--- src/rtl/audio_stream_ctrl.sv ---
// Sequences the SPI audio receiver and re-times its bursty 16-bit words into a
// steady one-sample-per-tick stream, with a link watchdog and sticky status.
module audio_stream_ctrl #(
  parameter int clock_max      = 25_000_000,
  parameter int sample_rate    = 48_000,
  parameter int fifo_depth     = 8,
  parameter int timeout_cycles = 25_000,
  parameter int resync_cycles  = 16
) (
  input  logic                      clk_in,
  input  logic                      reset,
  input  logic                      enable,
  input  logic                      clear_flags,
  input  logic [15:0]               rx_sample,
  input  logic                      rx_valid,
  output logic                      rx_active,
  output logic [15:0]               sample_out,
  output logic                      sample_strobe,
  output logic [$clog2(fifo_depth):0] fifo_level,
  output logic                      overrun,
  output logic                      underrun,
  output logic [7:0]                resync_count,
  output logic [1:0]                state_out
);

  localparam int period = clock_max / sample_rate;
  localparam int div_w  = (period > 1) ? $clog2(period) : 1;
  localparam int ptr_w  = $clog2(fifo_depth);
  localparam int lvl_w  = ptr_w + 1;
  localparam int wd_w   = $clog2(timeout_cycles + 1);
  localparam int rs_w   = (resync_cycles > 1) ? $clog2(resync_cycles) : 1;

  localparam logic [div_w-1:0] div_last  = div_w'(period - 1);
  localparam logic [wd_w-1:0]  wd_last   = wd_w'(timeout_cycles - 1);
  localparam logic [rs_w-1:0]  rs_last   = rs_w'(resync_cycles - 1);
  localparam logic [lvl_w-1:0] lvl_full  = lvl_w'(fifo_depth);
  localparam logic [lvl_w-1:0] lvl_prime = lvl_w'(fifo_depth / 2);

  typedef enum logic [1:0] {
    st_off    = 2'd0,
    st_prime  = 2'd1,
    st_run    = 2'd2,
    st_resync = 2'd3
  } state_t;

  state_t state;
  state_t next_state;

  logic [div_w-1:0] div_cnt;
  logic [wd_w-1:0]  wd_cnt;
  logic [rs_w-1:0]  rs_cnt;

  logic [15:0]      mem [fifo_depth];
  logic [ptr_w-1:0] wr_ptr;
  logic [ptr_w-1:0] rd_ptr;

  logic wd_hit;
  logic push_req;
  logic push;
  logic pop;
  logic tick;
  logic fifo_empty;
  logic fifo_full;
  logic overrun_set;
  logic underrun_set;
  logic flush;
  logic resync_enter;
  logic rx_active_d;

  // rx_valid is a one-cycle strobe qualifying rx_sample. The receiver has no
  // ready/backpressure input, so a word that meets a full FIFO is dropped and
  // flagged rather than stalled.
  assign wd_hit = !rx_valid && (wd_cnt == wd_last);

  // State register
  always_ff @(posedge clk_in or negedge reset) begin
    if (!reset) state <= st_off;
    else        state <= next_state;
  end

  // Next-state logic; a low enable overrides every other transition
  always_comb begin
    next_state = state;
    if (!enable) begin
      next_state = st_off;
    end else begin
      case (state)
        st_off:    next_state = st_prime;
        st_prime: begin
          if (wd_hit)                      next_state = st_resync;
          else if (fifo_level >= lvl_prime) next_state = st_run;
        end
        st_run: begin
          if (wd_hit) next_state = st_resync;
        end
        st_resync: begin
          if (rs_cnt == rs_last) next_state = st_prime;
        end
        default:   next_state = st_off;
      endcase
    end
  end

  // Output / datapath control decode
  always_comb begin
    fifo_empty   = (fifo_level == '0);
    fifo_full    = (fifo_level == lvl_full);
    push_req     = rx_valid && enable && (state == st_prime || state == st_run);
    tick         = (state == st_run) && (next_state == st_run) && (div_cnt == div_last);
    pop          = tick && !fifo_empty;
    push         = push_req && (!fifo_full || pop);
    overrun_set  = push_req && fifo_full && !pop;
    underrun_set = tick && fifo_empty;
    resync_enter = (next_state == st_resync) && (state != st_resync);
    flush        = (next_state == st_off) || resync_enter;
    rx_active_d  = (next_state == st_prime) || (next_state == st_run);
  end

  // Sample-rate divider, watchdog and resync hold counters
  always_ff @(posedge clk_in or negedge reset) begin
    if (!reset) begin
      div_cnt <= '0;
      wd_cnt  <= '0;
      rs_cnt  <= '0;
    end else begin
      if (state == st_run && next_state == st_run)
        div_cnt <= tick ? '0 : div_cnt + div_w'(1);
      else
        div_cnt <= '0;

      if ((state == st_prime || state == st_run) &&
          (next_state == st_prime || next_state == st_run))
        wd_cnt <= rx_valid ? '0 : wd_cnt + wd_w'(1);
      else
        wd_cnt <= '0;

      if (state == st_resync && next_state == st_resync)
        rs_cnt <= rs_cnt + rs_w'(1);
      else
        rs_cnt <= '0;
    end
  end

  // Storage has no reset; occupancy is tracked by the pointers and level
  always_ff @(posedge clk_in) begin
    if (push && !flush) mem[wr_ptr] <= rx_sample;
  end

  always_ff @(posedge clk_in or negedge reset) begin
    if (!reset) begin
      wr_ptr     <= '0;
      rd_ptr     <= '0;
      fifo_level <= '0;
    end else if (flush) begin
      wr_ptr     <= '0;
      rd_ptr     <= '0;
      fifo_level <= '0;
    end else begin
      if (push) wr_ptr <= wr_ptr + ptr_w'(1);
      if (pop)  rd_ptr <= rd_ptr + ptr_w'(1);
      case ({push, pop})
        2'b10:   fifo_level <= fifo_level + lvl_w'(1);
        2'b01:   fifo_level <= fifo_level - lvl_w'(1);
        default: fifo_level <= fifo_level;
      endcase
    end
  end

  // Output sample, strobe and receiver enable
  always_ff @(posedge clk_in or negedge reset) begin
    if (!reset) begin
      sample_out    <= '0;
      sample_strobe <= 1'b0;
      rx_active     <= 1'b0;
    end else begin
      sample_strobe <= tick;
      rx_active     <= rx_active_d;
      if (flush)    sample_out <= '0;
      else if (pop) sample_out <= mem[rd_ptr];
    end
  end

  // Sticky status; a set event in the same cycle as clear_flags wins
  always_ff @(posedge clk_in or negedge reset) begin
    if (!reset) begin
      overrun      <= 1'b0;
      underrun     <= 1'b0;
      resync_count <= '0;
    end else begin
      if (overrun_set)      overrun <= 1'b1;
      else if (clear_flags) overrun <= 1'b0;

      if (underrun_set)     underrun <= 1'b1;
      else if (clear_flags) underrun <= 1'b0;

      if (resync_enter)
        resync_count <= (resync_count != 8'hff) ? resync_count + 8'd1 : resync_count;
      else if (clear_flags)
        resync_count <= '0;
    end
  end

  assign state_out = state;

endmodule

--- config.mk ---
export PLATFORM = sky130hd
export DESIGN_NAME = audio_stream_ctrl
export DESIGN_NICKNAME = d
export VERILOG_FILES = /design/src/rtl/audio_stream_ctrl.sv
export SDC_FILE = /design/constraint.sdc
export NUM_CORES = 1
export LEC_CHECK = 0
export BUFFER_PORTS_ARGS = -buffer_cell sky130_fd_sc_hd__buf_2
export CAP_MARGIN = 20
export CORE_ASPECT_RATIO = 0.7
export CORE_UTILIZATION = 36
export DETAILED_ROUTE_END_ITERATION = 8
export GPL_ROUTABILITY_DRIVEN = 0
export GPL_TIMING_DRIVEN = 0
export PLACE_DENSITY_LB_ADDON = 0.15
export SLEW_MARGIN = 20
export SYNTH_ARGS = -nofsm -noshare
export SYNTH_HDL_FRONTEND = slang
export SYNTH_SLANG_ARGS = --single-unit
export TNS_END_PERCENT = 5
--- constraint.sdc ---
create_clock -name clk_in -period 4.3 [get_ports clk_in]
set_clock_uncertainty 0.05 [all_clocks]
set_input_delay 0.86 -clock clk_in [delete_from_list [all_inputs] [get_ports clk_in]]
set_output_delay 0.86 -clock clk_in [all_outputs]
set_load 0.02 [all_outputs]
==> Implementation_results.wiki, run 1 <==
{| class="wikitable"
! Metric !! Value
|-
| TritonRoute pass-1 iters || 4
|-
| Largest area contributor in the netlist || sky130_fd_sc_hd__edfxtp_1
|-
| Slew HR || 31.6%
|-
| Clock buffers created by TritonCTS || 17
|-
| I/O Buffers || 54
|-
| Power per Cell Area || 381 nW/µm²
|-
| DR WL/cell || 18.9 µm
|-
| Hold/Removal Path Class || input port to async pin
|-
| Core area || 22000 µm²
|-
| Synth Flop Type || sky130_fd_sc_hd__edfxtp_1
|-
| Maximum vdd ir drop || 0.000279 V
|-
| Commonest cells after routing, fill and taps aside || sky130_fd_sc_hd__edfxtp_1 (128), sky130_fd_sc_hd__dfrtp_1 (69), sky130_fd_sc_hd__nor2_1 (59)
|-
| Setup slack of the critical path after layout || 0.228 ns
|-
| Via count of the first global-routing pass || 4652
|-
| Worst hold slack across all endpoints || 0.380 ns
|-
| GRT Util Overall || 15.7%
|-
| Worst-margin pin slew || 1.03 ns
|-
| Hold-fix buffer count after cts || 0
|-
| Area Growth Syn to Fin || 16.7%
|-
| Top-level I/O count || 55
|-
| Ratio of routed vias to standard cells || 5.09
|-
| Number of antenna violations at the first check in global routing || 1
|-
| Worst Path Max Fanout || 10
|-
| Count of unresolved DRC violations after routing || 0
|-
| Result of the run || completed
|-
| Pin count of the biggest net entering global routing || 40
|-
| Setup violations, final || 0
|-
| CP endpoint kind || flip-flop
|-
| Number of failing hold endpoints at the final stage || 0
|-
| Crit share post-route || 94.7%
|-
| Number of nets in the finished design || 638
|-
| H-tree levels || 4
|-
| Setup repair after global routing missed its margin || no
|-
| Violation count after the first detailed-route iteration || 248
|-
| CTS tree || built
|-
| Horizontal die dimension || 182 µm
|-
| Starting density of the core || 37.3%
|-
| Clock tree sinks || 197
|-
| Number of synthesized register bits || 197
|-
| Global-route wire length before repair || 26900 µm
|-
| Mapped cell area || 8190 µm²
|-
| Final global-route overflow total || 0
|-
| Commonest non-fill, non-tap cell in the layout || sky130_fd_sc_hd__edfxtp_1
|-
| Number of cells in the design after placement || 861
|-
| Sequential area share after synthesis || 68.1%
|-
| Post-synthesis average cell area || 15.7 µm²
|-
| Setup slack after placement || -0.368 ns
|-
| Total length of routed wires || 17000 µm
|-
| Fraction of synthesis flops using an asynchronous set or reset pin || 35.0%
|-
| Top post-synthesis cells by area || sky130_fd_sc_hd__edfxtp_1 (47%), sky130_fd_sc_hd__dfrtp_1 (21%), sky130_fd_sc_hd__mux4_2 (8.8%)
|-
| Gate Count Post-Synth || 520
|-
| Count of vias placed by the detailed router || 4568
|-
| Die footprint || 23400 µm²
|-
| Fillers || 1962
|-
| Setup Crit Path Kind || input port to flip-flop
|-
| Synthesis Warnings || 0
|-
| Number of flops mapped to enable cells by yosys || 128
|-
| Critical path required time || 4.38 ns
|-
| Aggregate negative setup slack || 0 ns
|-
| Arrival time worst endpoint || 4.15 ns
|-
| Max Freq || 0.246 GHz
|-
| Non-filler instance count after layout || 898
|-
| Leak Pwr || 3.46 nW
|-
| Root buf cell || sky130_fd_sc_hd__clkbuf_16
|-
| Max-cap viol count || 0
|-
| Clk Latency, worst-skew pair || 0.42 ns
|-
| Slew Viols, Final || 0
|-
| Fraction of layout instances using a drive strength above 1 || 24.2%
|-
| Startpoint Class || input port
|-
| DP Area || 8930 µm²
|-
| Row Count || 45
|-
| Die height || 128 µm
|-
| Max Root-Sink Buffers || 2
|-
| Distinct cell type count after synthesis || 50
|-
| Post-detailed-placement half-perimeter wirelength || 11500 µm
|-
| CTS clock-pin slew for the worst setup and hold paths || 0.07 ns
|-
| Antenna-violating nets left || 0
|-
| Cell area after layout || 9550 µm²
|-
| Final critical path time including I/O delays and setup || 4.07 ns
|-
| Share of Yosys cell area claimed by the top area cell type || 47.0%
|-
| Synthesized netlist net count || 556
|}
-- critical path, stage by stage --
cell and delay [ns]:
sky130_fd_sc_hd__buf_2 0.12, sky130_fd_sc_hd__nor4bb_1 0.33, sky130_fd_sc_hd__nand4_1 0.23, sky130_fd_sc_hd__nand2_1 0.13
sky130_fd_sc_hd__a211o_1 0.14, sky130_fd_sc_hd__and3b_1 0.23, sky130_fd_sc_hd__ha_1 0.23, sky130_fd_sc_hd__nand4b_1 0.26
sky130_fd_sc_hd__o311ai_4 0.40, sky130_fd_sc_hd__nand2_2 0.14, sky130_fd_sc_hd__or3_4 0.41, sky130_fd_sc_hd__nor2_2 0.43
sky130_fd_sc_hd__buf_8 0.23
-- where the power goes --
part / switching [mW] / internal (mW) / leakage (nW)
Clock: 0.721 / 0.817 / 0.277
Sequential: 0.00343 / 2.02 / 2.11
Combinational: 0.0585 / 0.0215 / 1.08
Total: 0.782 / 2.86 / 3.46
-- sequential cells by signal (all words and copies together), names as in the netlist --
register / cells
sample_out: 16
resync_count: 8
wd_cnt: 15
sample_strobe: 1
underrun: 1
rs_cnt: 4
state_out: 2
wr_ptr: 3
rd_ptr: 3
div_cnt: 10
mem: 128
rx_active: 1
overrun: 1
fifo_level: 4
-- cells by family after synthesis --
kind of cell | Yosys count | share of synthesized area (%)
multiplexers | 51 | 11.1
XOR/XNOR | 31 | 3.32
AO/OA/AOI/OAI | 41 | 3.53
adder cells (fa/ha/maj) | 15 | 2.29
AND/OR/NAND/NOR | 157 | 10.3
buffers and inverters | 28 | 1.36
flip-flops | 197 | 68.1
-- layout make-up --
type	count	area (µm²)	share of cell area [%]
flip-flops and latches	197	5570	58.3
multi-input cells	295	2570	26.9
clock buffers	18	429	4.49
repair buffers	63	375	3.93
well taps	282	353	3.69
clock inverters	14	141	1.48
plain buffers	18	73.8	0.773
inverters	10	37.5	0.393
diodes	1	2.50	0.0262
-- synthesized netlist by cell type (all sizes together), types with 2 or more instances --
master and number:
a211oi 19, nand4bb 2, nor2 65, nor4 7
nand4 4, ha 15, mux2i 19, o21a 2
o21ai 6, nand4b 2, and3 13, inv 10
nand2b 4, nor4bb 2, buf 7, mux4 32
edfxtp 128, nor3 7, nand3b 3, or3 5
nand2 18, nand3 18, a31oi 2, dfrtp 69
xor2 17, xnor2 14, clkbuf 11, a21oi 6
-- final timing paths --
kind                       cells after the start                 from                   end  slack [ns]
min in group clk_in                            1  wd_cnt[0]$_DFF_PN0_   wd_cnt[0]$_DFF_PN0_        0.41
hold / removal                                 1                reset   wd_cnt[5]$_DFF_PN0_        0.38
setup / recovery                              13             rx_valid   mem[6][3]$_DFFE_PP_        0.23
hold reg to reg                                1  wd_cnt[0]$_DFF_PN0_   wd_cnt[0]$_DFF_PN0_        0.41
max in group asynchronous                      2                reset  div_cnt[1]$_DFF_PN0_        3.25
setup reg to reg                              11  wd_cnt[0]$_DFF_PN0_   mem[5][7]$_DFFE_PP_        0.26
-- per-layer routing --
layer	GRT usage, %	wire length [µm]
met1	22.6	8140
met4	4.00	133
met3	3.30	878
met5	0	0
met2	24.3	7820
-- through the flow --
| step | util [%] | total power, mW |
|---|---|---|
| floorplan | - | 2.10 |
| global placement | 40.1 | 2.14 |
| detailed placement | 40.7 | 2.15 |
| CTS | 43.3 | 3.69 |
| global route | 43.5 | 3.78 |
| finish | 43.5 | 3.64 |
-- timing repair --
item                                   4_1_cts  5_1_grt
buffers inserted                             0        4
setup endpoints to repair                    0      115
resized for setup                            0        2
endpoints found under the hold margin        0        0
Power figures use the tool's default switching activity.
==> inputs of run 2 (changes only) <==
--- a/config.mk
+++ b/config.mk
@@ -7,6 +7,8 @@
 export LEC_CHECK = 0
 export BUFFER_PORTS_ARGS = -buffer_cell sky130_fd_sc_hd__buf_2
 export CAP_MARGIN = 20
+export CELL_PAD_IN_SITES_DETAIL_PLACEMENT = 0
+export CELL_PAD_IN_SITES_GLOBAL_PLACEMENT = 1
 export CORE_ASPECT_RATIO = 0.7
 export CORE_UTILIZATION = 36
 export DETAILED_ROUTE_END_ITERATION = 8
==> constraint.sdc (replaced) <==
create_clock -name clk_in -period 3.4 [get_ports clk_in]
set_clock_uncertainty 0.05 [all_clocks]
set_input_delay 0.68 -clock clk_in [delete_from_list [all_inputs] [get_ports clk_in]]
set_output_delay 0.68 -clock clk_in [all_outputs]
set_load 0.02 [all_outputs]
==> Implementation_results.wiki, run 2 (synthesized netlist as in run 1, its figures left out) <==
{| class="wikitable"
! Metric !! Value
|-
| Slew HR || 37.5%
|-
| Count of unresolved DRC violations after routing || 0
|-
| Final global-route overflow total || 0
|-
| Total length of routed wires || 17300 µm
|-
| Worst-margin pin slew || 0.938 ns
|-
| Slew Viols, Final || 0
|-
| Commonest cells after routing, fill and taps aside || sky130_fd_sc_hd__edfxtp_1 (128), sky130_fd_sc_hd__dfrtp_1 (67), sky130_fd_sc_hd__nor2_1 (58), sky130_fd_sc_hd__buf_2 (58), sky130_fd_sc_hd__mux4_2 (32)
|-
| Horizontal die dimension || 182 µm
|-
| Terminus of the critical flop-to-flop path || mem[0][0]$_DFFE_PP_
|-
| Post-detailed-placement half-perimeter wirelength || 11100 µm
|-
| Endpoint of the worst setup timing path || mem[0][0]$_DFFE_PP_
|-
| CTS tree || built
|-
| Crit share post-route || 97.1%
|-
| Max Freq || 0.303 GHz
|-
| Clk Latency, worst-skew pair || 0.43 ns
|-
| Worst R2R Setup Slack || 0.1 ns
|-
| Arrival time worst endpoint || 3.40 ns
|-
| Number of stages on the worst setup path || 13
|-
| Setup repair after global routing missed its margin || yes
|-
| Worst reg2reg path startpoint || state_out[0]$_DFF_PN0_
|-
| Number of nets in the finished design || 665
|-
| DP Area || 8890 µm²
|-
| Critical path required time || 3.49 ns
|-
| Die footprint || 23400 µm²
|-
| Worst Path Max Fanout || 7
|-
| Antenna-violating nets left || 0
|-
| Power per Cell Area || 464 nW/µm²
|-
| Critical path's largest stage delay || 0.42 ns
|-
| Library cell contributing the largest single delay on the critical path || sky130_fd_sc_hd__dfrtp_2
|-
| Result of the run || completed
|-
| Critical path startpoint || state_out[0]$_DFF_PN0_
|-
| Count of vias placed by the detailed router || 4665
|-
| Global-route wire length before repair || 27000 µm
|-
| Row Count || 45
|-
| Leak Pwr || 3.61 nW
|-
| Hold-fix buffer count after cts || 0
|-
| GRT Util Overall || 15.9%
|-
| Maximum vdd ir drop || 0.000352 V
|-
| Max Root-Sink Buffers || 2
|-
| Fraction of layout instances using a drive strength above 1 || 30.2%
|-
| Commonest non-fill, non-tap cell in the layout || sky130_fd_sc_hd__edfxtp_1
|-
| Via count of the first global-routing pass || 4741
|-
| Starting density of the core || 37.3%
|-
| Clock tree sinks || 197
|-
| Clock buffers created by TritonCTS || 17
|-
| CP Cell Sequence || inv_1 > ha_2 > o21ai_0 > a21oi_1 > o31a_1 > inv_2 > ha_4 > nand4b_1 > o311ai_4 > nand2_2 > or3_4 > nor3_4 > buf_6
|-
| Max-cap viol count || 0
|-
| Buffers plus inverters on the worst setup path || 3
|-
| Die height || 128 µm
|-
| Area Growth Syn to Fin || 20.7%
|-
| Fraction of the core area covered by cells at the end of the flow || 45.0%
|-
| Cell area after layout || 9880 µm²
|-
| Setup violations, final || 0
|-
| Setup Crit Path Kind || flip-flop to flip-flop
|-
| Startpoint Class || flip-flop
|-
| I/O Buffers || 54
|-
| Root buf cell || sky130_fd_sc_hd__clkbuf_16
|-
| Core area || 22000 µm²
|-
| Top-level I/O count || 55
|-
| Cells on worst reg2reg path || 13
|-
| Number of antenna violations at the first check in global routing || 1
|-
| Aggregate negative setup slack || 0 ns
|-
| Number of flip-flops under the largest register name || 128
|-
| Number of failing hold endpoints at the final stage || 0
|-
| CTS clock-pin slew for the worst setup and hold paths || 0.07 ns
|-
| Pin count of the biggest net entering global routing || 52
|-
| DR WL/cell || 18.7 µm
|-
| Most flop-heavy register || mem
|-
| TritonRoute pass-1 iters || 4
|-
| CP endpoint kind || flip-flop
|-
| Dominant delay contributor by cell family on the critical path || simple AND/OR/NAND/NOR gates
|-
| Violation count after the first detailed-route iteration || 259
|-
| Ratio of routed vias to standard cells || 5.04
|-
| H-tree levels || 4
|-
| Largest registers in the final layout || mem: 128 flops, sample_out: 16 flops, wd_cnt: 15 flops
|-
| Hold/Removal Path Class || input port to async pin
|-
| Final critical path time including I/O delays and setup || 3.30 ns
|}
-- run 2: changes by cell type in the layout (fill, tap and decap cells not counted), moves of 3 or more --
cell	previous run	this run
sky130_fd_sc_hd__buf_4	5	29
sky130_fd_sc_hd__ha_1	15	12
sky130_fd_sc_hd__inv_6	7	4
sky130_fd_sc_hd__inv_8	0	4
-- run 2: worst reg2reg max path, stage by stage (launching register included) --
cell	delay (ns)
sky130_fd_sc_hd__dfrtp_2	0.42
sky130_fd_sc_hd__inv_1	0.08
sky130_fd_sc_hd__ha_2	0.24
sky130_fd_sc_hd__o21ai_0	0.17
sky130_fd_sc_hd__a21oi_1	0.09
sky130_fd_sc_hd__o31a_1	0.33
sky130_fd_sc_hd__inv_2	0.09
sky130_fd_sc_hd__ha_4	0.15
sky130_fd_sc_hd__nand4b_1	0.18
sky130_fd_sc_hd__o311ai_4	0.30
sky130_fd_sc_hd__nand2_2	0.09
sky130_fd_sc_hd__or3_4	0.41
sky130_fd_sc_hd__nor3_4	0.23
sky130_fd_sc_hd__buf_6	0.19
-- run 2: cell type report --
class	count	area, µm²
Antenna cell	1	2.50
Clock inverter	15	138
Timing Repair Buffer	90	616
Sequential cell	197	5570
Buffer	18	75.1
Clock buffer	17	425
Inverter	10	37.5
Tap cell	282	353
Multi-Input combinational cell	295	2660
Fill cell	1933	12100
-- run 2: report_power, final --
group          internal, mW  leakage [nW]  switching [mW]  total [mW]
clock network         0.970         0.273           0.938        1.91
registers              2.56          2.11         0.00449        2.56
logic                0.0356          1.23          0.0774       0.113
-- run 2: stage by stage --
| step | power [mW] | hold slack [ns] | instances | worst slack [ns] |
|---|---|---|---|---|
| after CTS | 4.64 | 0.0661 | 920 | -0.0564 |
| after global placement | 2.71 | 0.394 | 856 | -1.28 |
| final | 4.58 | 0.0700 | 925 | 0.0969 |
| after global routing | 4.77 | 0.0672 | 925 | -0.0395 |
| after detailed placement | 2.72 | 0.406 | 857 | -1.25 |
| after floorplan | 2.65 | 0.334 | 520 | -0.192 |
-- run 2: layer usage --
layer	GRT usage, %	part of all wire [%]
met2	25.6	47
met1	21.5	48
met5	0	0
met3	3.66	3.4
met4	4.50	1.2
-- run 2: how the worst min path moves through the flow --
| stage | start | end | slack (ns) |
|---|---|---|---|
| 3_5_place_dp | rs_cnt[0]$_DFF_PN0_ | rs_cnt[0]$_DFF_PN0_ | 0.41 |
| 5_1_grt | reset | wd_cnt[8]$_DFF_PN0_ | 0.07 |
| 2_1_floorplan | reset | div_cnt[0]$_DFF_PN0_ | 0.33 |
| 6_report | reset | wd_cnt[8]$_DFF_PN0_ | 0.07 |
| 3_3_place_gp | rs_cnt[0]$_DFF_PN0_ | rs_cnt[0]$_DFF_PN0_ | 0.39 |
| 4_1_cts | reset | wd_cnt[8]$_DFF_PN0_ | 0.07 |
-- run 2: timing repair --
| item | CTS | global route |
|---|---|---|
| cloned | 0 | 0 |
| pin swaps | 23 | 7 |
| buffers inserted | 31 | 4 |
| setup endpoints to repair | 130 | 132 |
| gates resized for setup | 17 | 12 |
